`config.mk`:
```
export PLATFORM = sky130hd
export DESIGN_NAME = interface_hcsr04_multi
export DESIGN_NICKNAME = d
export VERILOG_FILES = /design/src/rtl/interface_hcsr04_multi.sv
export SDC_FILE = /design/constraint.sdc
export NUM_CORES = 1
export LEC_CHECK = 0
export CORE_UTILIZATION = 49
export CTS_CLUSTER_DIAMETER = 30
export DETAILED_ROUTE_END_ITERATION = 12
export PLACE_DENSITY = 0.76
export RECOVER_POWER = 50
export SLEW_MARGIN = 20
export SYNTH_ARGS = -nofsm -noshare
export SYNTH_HDL_FRONTEND = slang
export SYNTH_SLANG_ARGS = --single-unit
export TNS_END_PERCENT = 30
```
`constraint.sdc`:
```
create_clock -name clock -period 4.75 [get_ports clock]
set_input_delay 0.95 -clock clock [delete_from_list [all_inputs] [get_ports clock]]
set_output_delay 0.95 -clock clock [all_outputs]
set_load 0.01 [all_outputs]
```
`src/rtl/interface_hcsr04_multi.sv`:
```
// interface_hcsr04_multi: round-robin scanner for N HC-SR04 sensors.
// One sensor active at a time; per-channel distance in cm or a timeout flag.
module interface_hcsr04_multi #(
  parameter int N_CANAIS       = 4,
  parameter int LARGURA        = 12,
  parameter int CICLOS_CM      = 2941,
  parameter int CICLOS_TRIGGER = 500,
  parameter int CICLOS_TIMEOUT = 1_500_000,
  parameter int CICLOS_GUARDA  = 3_000_000
) (
  input  logic                          clock,
  input  logic                          reset,
  input  logic                          medir,
  input  logic                          modo,
  input  logic [N_CANAIS-1:0]           echo,
  output logic [N_CANAIS-1:0]           trigger,
  output logic [N_CANAIS*LARGURA-1:0]   medida,
  output logic [N_CANAIS-1:0]           timeout,
  output logic [2:0]                    canal,
  output logic                          ocupado,
  output logic                          pronto,
  output logic [3:0]                    db_estado
);

  localparam int MAXC = (CICLOS_TRIGGER > CICLOS_GUARDA) ?
                        CICLOS_TRIGGER : CICLOS_GUARDA;
  localparam int WC = $clog2(MAXC + 1);
  localparam int WS = $clog2(CICLOS_CM + 1);
  localparam int WT = $clog2(CICLOS_TIMEOUT + 1);

  localparam logic [WC-1:0] FIM_TRIG  = WC'(CICLOS_TRIGGER - 1);
  localparam logic [WC-1:0] FIM_GUAR  = WC'(CICLOS_GUARDA - 1);
  localparam logic [WS-1:0] FIM_CM    = WS'(CICLOS_CM - 1);
  localparam logic [WT-1:0] FIM_TO    = WT'(CICLOS_TIMEOUT - 1);
  // all-ones is reserved as the timeout marker
  localparam logic [LARGURA-1:0] CM_MAX = {{(LARGURA-1){1'b1}}, 1'b0};

  typedef enum logic [3:0] {
    INICIAL  = 4'd0,
    PREPARA  = 4'd1,
    TRIGGER  = 4'd2,
    ESPERA   = 4'd3,
    MEDINDO  = 4'd4,
    ARMAZENA = 4'd5,
    ESTOURO  = 4'd6,
    GUARDA   = 4'd7,
    FIM      = 4'd8
  } estado_t;

  estado_t estado, prox;

  logic [N_CANAIS-1:0] echo_m, echo_s, echo_d;
  logic [WC-1:0]       ciclos;
  logic [WS-1:0]       sub_cm;
  logic [WT-1:0]       cnt_to;
  logic [LARGURA-1:0]  cnt_cm;

  logic echo_sel, echo_ant;
  logic sobe, desce, estouro, ultimo;

  assign db_estado = estado;

  always_ff @(posedge clock or negedge reset) begin
    if (!reset) begin
      echo_m <= '0;
      echo_s <= '0;
      echo_d <= '0;
    end else begin
      echo_m <= echo;
      echo_s <= echo_m;
      echo_d <= echo_s;
    end
  end

  always_comb begin
    echo_sel = 1'b0;
    echo_ant = 1'b0;
    for (int k = 0; k < N_CANAIS; k++) begin
      if (canal == 3'(k)) begin
        echo_sel = echo_s[k];
        echo_ant = echo_d[k];
      end
    end
  end

  assign sobe    = echo_sel & ~echo_ant;
  assign desce   = ~echo_sel & echo_ant;
  assign estouro = (cnt_to == FIM_TO);
  assign ultimo  = (canal == 3'(N_CANAIS - 1));

  always_comb begin
    prox = estado;
    unique case (estado)
      INICIAL: if (medir || modo) prox = PREPARA;
      PREPARA: prox = TRIGGER;
      TRIGGER: if (ciclos == FIM_TRIG) prox = ESPERA;
      ESPERA: begin
        if (estouro)   prox = ESTOURO;
        else if (sobe) prox = MEDINDO;
      end
      MEDINDO: begin
        if (estouro)    prox = ESTOURO;
        else if (desce) prox = ARMAZENA;
      end
      ARMAZENA: prox = GUARDA;
      ESTOURO:  prox = GUARDA;
      GUARDA: begin
        if (ciclos == FIM_GUAR)
          prox = ultimo ? FIM : PREPARA;
      end
      FIM:     prox = modo ? PREPARA : INICIAL;
      default: prox = INICIAL;
    endcase
  end

  always_ff @(posedge clock or negedge reset) begin
    if (!reset) begin
      estado  <= INICIAL;
      ciclos  <= '0;
      sub_cm  <= '0;
      cnt_to  <= '0;
      cnt_cm  <= '0;
      canal   <= '0;
      trigger <= '0;
      medida  <= '0;
      timeout <= '0;
      ocupado <= 1'b0;
      pronto  <= 1'b0;
    end else begin
      estado <= prox;

      if ((estado == TRIGGER || estado == GUARDA) && prox == estado)
        ciclos <= ciclos + 1'b1;
      else
        ciclos <= '0;

      if (estado == PREPARA) begin
        sub_cm <= '0;
        cnt_cm <= '0;
        cnt_to <= '0;
      end

      if (estado == ESPERA || estado == MEDINDO)
        cnt_to <= cnt_to + 1'b1;

      if (estado == MEDINDO) begin
        if (sub_cm == FIM_CM) begin
          sub_cm <= '0;
          if (cnt_cm != CM_MAX) cnt_cm <= cnt_cm + 1'b1;
        end else begin
          sub_cm <= sub_cm + 1'b1;
        end
      end

      for (int k = 0; k < N_CANAIS; k++) begin
        if (canal == 3'(k)) begin
          if (estado == ARMAZENA) begin
            medida[k*LARGURA +: LARGURA] <= cnt_cm;
            timeout[k] <= 1'b0;
          end else if (estado == ESTOURO) begin
            medida[k*LARGURA +: LARGURA] <= '1;
            timeout[k] <= 1'b1;
          end
        end
      end

      if (estado == GUARDA && prox == PREPARA)
        canal <= canal + 3'd1;
      else if (estado == FIM)
        canal <= '0;

      for (int k = 0; k < N_CANAIS; k++)
        trigger[k] <= (estado == TRIGGER) && (canal == 3'(k));

      ocupado <= (prox != INICIAL);
      pronto  <= (estado == FIM);
    end
  end

endmodule

```
=== After elaboration in Yosys (flattened, before gate mapping) ===
Cells that the tools add are included.

* Output and inout port bits: 65
* Bits of input ports: 8
* Register bits after elaboration: 144
* Logic and storage cells: 102

* $add $sub $neg: 5
* Equality and inequality tests: 18
* Muxes and demuxes: 34
* Bitwise logic cells: 4
* Reductions and logical operators: 21

{| class="wikitable"
|+ Operator list
! operator !! number
|-
| two-way mux 12 bit || 9
|-
| two-way mux 21 bit || 2
|-
| two-way mux 4 bit || 8
|-
| case mux 4 bit (8 select lines) || 1
|-
| adder 12 x 1 -> 12 bit, second input constant || 2
|-
| adder 22 x 1 -> 22 bit, second input constant || 1
|-
| equality test 22 bit, second input constant || 1
|-
| equality test 22 x 9 -> 1 bit, second input constant || 1
|-
| two-way mux 22 bit || 1
|-
| adder 21 x 1 -> 21 bit, second input constant || 1
|-
| equality test 21 bit, second input constant || 1
|-
| equality test 4 x 3 -> 1 bit, second input constant || 4
|-
| equality test 12 bit, second input constant || 1
|-
| != test 12 bit, second input constant || 1
|-
| two-way mux 1 bit || 11
|-
| equality test 4 x 1 -> 1 bit, second input constant || 2
|-
| equality test 4 x 2 -> 1 bit, second input constant || 2
|-
| AND reduction 2 bit || 4
|-
| nonzero test 2 bit || 4
|-
| equality test 3 x 2 -> 1 bit, second input constant || 2
|-
| logical AND 1 bit || 6
|-
| two-way mux 3 bit || 2
|-
| equality test 4 bit || 1
|-
| equality test 4 bit, second input constant || 1
|-
| other kinds (9) || 13
|}

=== Depth between registers and ports, before layout ===
* Word-level depth: 13
* Depth in mapped cells: 9
* Mapped depth without buffers: 8

=== Worst setup path after synthesis ===
OpenSTA, ideal clock, no wires.

* Kind: register -> register
* Start: reg ciclos[0]
* End: reg ocupado
* Cell stages (with the launch flop): 8
* Path slack: 2.261 ns
* Data required time: 4.611 ns
* Arrival: 2.350 ns
* Setup time: 0.139 ns
* Path buffers: 0
* Cell sequence: dfrtp_1 -> ha_1 -> nand3_2 -> or4_4 -> or3_4 -> nand2_4 -> nand4_4 -> or4b_1

* Word-level cells in the longest chain between the ends: 4
* Elaborated cells on any way between the ends: 6
* Those cells by class: eq/ne: 2; mux: 3; reduce/logical: 1

{| class="wikitable"
|+ Ends and longest elaborated chain
! what !! line !! RTL
|-
| start, declared || 53 || <nowiki>logic [WC-1:0] ciclos;</nowiki>
|-
| start signal, assigned || 133 || <nowiki>ciclos <= ciclos + 1'b1;</nowiki>
|-
| equality test 22 bit or equality test 22 x 9 -> 1 bit (tied branches) || 108, 96 ||
|-
| two-way mux 4 bit, on equally long branches || 108, 96 ||
|-
| case mux 4 bit (8 select lines) * || 93 || <nowiki>unique case (estado)</nowiki>
|-
| named net prox[0] || 50 || <nowiki>estado_t estado, prox;</nowiki>
|-
| nonzero test 4 bit * || 175 || <nowiki>ocupado <= (prox != INICIAL);</nowiki>
|-
| end signal, assigned || 175 ||
|-
| end, declared || 20 || <nowiki>output logic ocupado,</nowiki>
|}

The timed path passes the listed nets; every way through them passes the cells marked *.
A chain may end at the register's enable or synchronous reset.

==> flow_results.org <==
** Status
- Run status :: finished with violations
- The checks that failed: capacitance limit, slew limit.

** CTS
- In this run the clock root is driven by a sky130_fd_sc_hd__clkbuf_16.
- Clock Pin Slew Worst Setup and Hold Paths :: 0.06 ns
- Number of clock sinks seen by CTS :: 144
- After clock tree synthesis, the repair step resized 0 gates.
- # hold bufs at CTS :: 0
- TritonCTS built the clock tree.
- Maximum count of clock buffers along a single path :: 2
- Number of setup buffers added after CTS :: 0
- Skew-Pair Late Insertion Delay :: 0.43 ns
- TritonCTS created 17 clock buffers.
- H-Tree Level Count :: 4

** Power
- For this design the total switching power over the nets is 560.2 uW.
- Clock group share of total power :: 51.2%
- Sw Ratio :: 21.60%
- Of the total power, registers draw 47.6%.
- P per Cell Area :: 323.0 nW/um^2
- Leakage power of the design :: 3.555 nW
- VDD sags by at most 0.1882 mV.
- Comb pwr share :: 1.2%
- Internal Power :: 2.033 mW

** Detailed routing
- In this run the remaining antenna-violating nets after routing total 0.
- In the final routed layout, each cell accounts on average for 16.08 um.
- After detailed routing, the number of remaining DRC violations is 0.
- Drt initial violations :: 327
- Routed Wire Length :: 15020 um
- The final route contains 5232 vias.
- After detailed routing, the number of vias per cell comes to 5.602.
- Number of detailed-route iterations in the first pass :: 5

** GRT
- Total congestion overflow after global routing :: 0
- The initial antenna violation count came to 0.
- For this run, global-route usage on met2 was measured as 38.09%.
- The first global-routing pass estimated 25610 um of wire.
- For met3 alone, demand over resource in global routing was 4.893%.
- The global routing stage identified its most utilized layer as met2.
- Met1 usage :: 29.13%
- Vias in the first global route :: 5192
- Maximum number of pins on one net before global-route repair :: 115
- Total track usage :: 23.33%

** Synth
- Fraction of the yosys area taken by sequential cells :: 54.63%
- Leading cell types by total area after synthesis :: sky130_fd_sc_hd__dfrtp_1 (55%), sky130_fd_sc_hd__nor2_1 (6.3%), sky130_fd_sc_hd__nand2_1 (4.0%)
- Ys async rst share :: 100.0%
- Yosys cell types :: 55
- After synthesis, the mean cell area works out to 9.729 sq um.
- Synthesized netlist cell count :: 678
- Flop and latch count out of synthesis :: 144
- Syn Std Cell Area :: 6596 sq um
- Net Count, Synth :: 697
- Number of enable-type register cells in the synthesized netlist :: 0
- Share of Yosys cell area claimed by the top area cell type :: 54.63%
- Cell type contributing the most total cell area after synthesis :: sky130_fd_sc_hd__dfrtp_1
- Dominant register cell in the synthesized netlist :: sky130_fd_sc_hd__dfrtp_1
- Yosys printed 0 warnings.

** Setup path
- Worst EP arrival :: 3.81 ns
- The slowest stage of the critical path is the sky130_fd_sc_hd__clkbuf_2 cell.
- Critical path's most frequent cell :: sky130_fd_sc_hd__clkbuf_2
- STA puts the critical path data required time at 5.23 ns.
- Together, buffers and inverters on the worst path number 2.
- In this design, the stage delay of the slowest critical-path cell is 1.91 ns.
- Cell-by-cell listing of the critical path :: clkbuf_2 > clkbuf_2
- Setup CP Type :: input port to async pin
- Broken down by cell family, the worst path's largest delay share belongs to buffers and inverters.
- Critical path peak fanout :: 114
- Sort of element at the end of the critical path :: async pin
- Kind of start point of the critical path :: input port

** STA
- Hold is met by 0.3482 ns.
- Setup repair after global routing left no endpoint under its margin.
- The number of pins exceeding their max-slew limit in the final report is 115.
- Worst relative slew slack :: -85.99%
- Setup violations remaining at the end of the flow were counted as 0.
- The final critical path takes up 70.04% of the cycle.
- Setup total negative slack on the finished layout was measured at 0 ns.
- Transition at the pin with the smallest max-transition slack :: 2.790 ns
- Peak clock frequency supported by timing :: 0.3006 GHz
- The worst path in the final design needs a cycle of 3.327 ns, including I/O delays and setup.
- The final number of hold-violating endpoints was 0.
- Clock skew on the completed layout was measured at 0.009205 ns.

** Floorplanning
- The floorplan has 42 rows.
- Core area :: 13190 sq um
- Die area :: 13930 sq um
- Vertical extent of the die :: 118.0 um
- 73 I/O pins were placed.
- Starting Density :: 50.01%
- Die X :: 118.0 um

** Final layout
- The number of antenna diodes in the final layout is 0.
- Number of nets at the end of the flow :: 764
- Share of cells above drive strength 1 :: 5.673%
- Area growth from synthesis to final layout :: 21.72%

** Place
- The wire-length estimate of the detail-placed layout is 10490 um.
- Placer's final routability congestion estimate :: 0.9245
- Port-buffer cells :: 72

** Worst hold path
- Class of the worst hold path :: register to register

** Job
- Max-cap viol count :: 1
==> cell usage after synthesis (all sizes together) (13+ instances only) <==
| cell | instances |
|---|---|
| nand2b | 13 |
| o21ai | 54 |
| clkbuf | 24 |
| nor2 | 110 |
| mux2i | 14 |
| a21oi | 49 |
| inv | 14 |
| xor2 | 18 |
| nand2 | 71 |
| nand3 | 25 |
| dfrtp | 144 |
| nand4 | 18 |
| nor3 | 16 |
==> area by class of cell <==
class	count	area (sq um)
Clock buffer	19	442.9
Clock inverter	13	148.9
Fill cell	1043	5161
Inverter	14	52.55
Multi-Input combinational cell	493	2833
Sequential cell	144	3603
Tap cell	176	220.2
Timing Repair Buffer	75	728.2
==> path summary, 6_finish.rpt <==
path | start | endpoint | slack (ns) | cells past startpoint
min in group asynchronous | reset | cnt_to[10]$_DFFE_PN0P_ | 1.41 | 1
max in group clock | db_estado[3]$_DFF_PN0_ | ciclos[3]$_DFF_PN0_ | 1.68 | 6
hold / removal | echo_m[3]$_DFF_PN0_ | echo_s[3]$_DFF_PN0_ | 0.35 | 0
hold reg to reg | echo_m[3]$_DFF_PN0_ | echo_s[3]$_DFF_PN0_ | 0.35 | 0
setup reg to reg | db_estado[3]$_DFF_PN0_ | ciclos[3]$_DFF_PN0_ | 1.68 | 6
setup / recovery | reset | medida[24]$_DFFE_PN0P_ | 1.42 | 2
==> registers in the layout, indices dropped and copies added (netlist names) <==
name	flops
cnt_cm	12
db_estado	4
echo_s	4
echo_d	4
cnt_to	21
canal	3
ocupado	1
trigger	4
ciclos	22
timeout	4
medida	48
pronto	1
echo_m	4
sub_cm	12
==> power by group through the flow <==
stage,clock [mW],sequential (mW),combinational [mW]
3_5_place_dp,0,1.26,0.0339
2_1_floorplan,0,1.26,0.00228
5_1_grt,1.41,1.23,0.0364
6_report,1.33,1.23,0.0308
4_1_cts,1.35,1.23,0.0343
3_3_place_gp,0,1.26,0.0330
==> kinds of logic (layout without fill, tap and decap cells) <==
kind of cell	count (synthesis)	after routing	share of synthesized area [%]
xor gates and xnor gates	30	30	3.983
muxes	15	15	2.295
buffers and inverters	41	121	2.352
and+or+nand+nor	302	302	22.55
AOI/OAI and AO/OA	135	135	12.10
adders and majority gates	11	11	2.086
DFF	144	144	54.63
==> metal layers <==
metal | vias to the layer above | part of all wire (%)
met4 | 0 | 3.4
met2 | 122 | 50
met5 | - | 0
li1 | 2497 | -
met3 | 32 | 3.2
met1 | 2581 | 43
==> cells in the final DEF (no fill, tap or decap), types with 6 or more instances in the layout <==
cell type                         Yosys  layout
sky130_fd_sc_hd__xor2_1              18      18
sky130_fd_sc_hd__clkdlybuf4s50_1      0      66
sky130_fd_sc_hd__and2_1               7       6
sky130_fd_sc_hd__nand4_1             17      17
sky130_fd_sc_hd__o21ai_0             50      51
sky130_fd_sc_hd__and3_1              12      12
sky130_fd_sc_hd__xnor2_1             12      12
sky130_fd_sc_hd__nor3_1              16      16
sky130_fd_sc_hd__nand3_1             24      25
sky130_fd_sc_hd__nand2b_1            13      13
sky130_fd_sc_hd__a21oi_1             49      49
sky130_fd_sc_hd__inv_1               14      14
sky130_fd_sc_hd__dfrtp_1            144     144
sky130_fd_sc_hd__ha_1                11      11
sky130_fd_sc_hd__nand2_1             70      70
sky130_fd_sc_hd__nor2_1             110     110
sky130_fd_sc_hd__mux2i_1             14      14
sky130_fd_sc_hd__clkbuf_16            0      17
sky130_fd_sc_hd__o31ai_1              9       9
sky130_fd_sc_hd__inv_6                0       6
==> stage by stage <==
stage / util [%] / setup slack (ns) / power, mW / std cells / cell area [sq um]
6_report: 60.87 / 1.423 / 2.593 / 934 / 8029
5_1_grt: 60.87 / 0.7584 / 2.675 / 934 / 8029
4_1_cts: 61.03 / 1.702 / 2.618 / 934 / 8050
3_5_place_dp: 56.55 / 1.710 / 1.290 / 902 / 7458
3_3_place_gp: 56.55 / 1.868 / 1.289 / 902 / 7458
2_1_floorplan: - / 2.261 / 1.258 / 678 / 6596
Power figures use the tool's default switching activity.
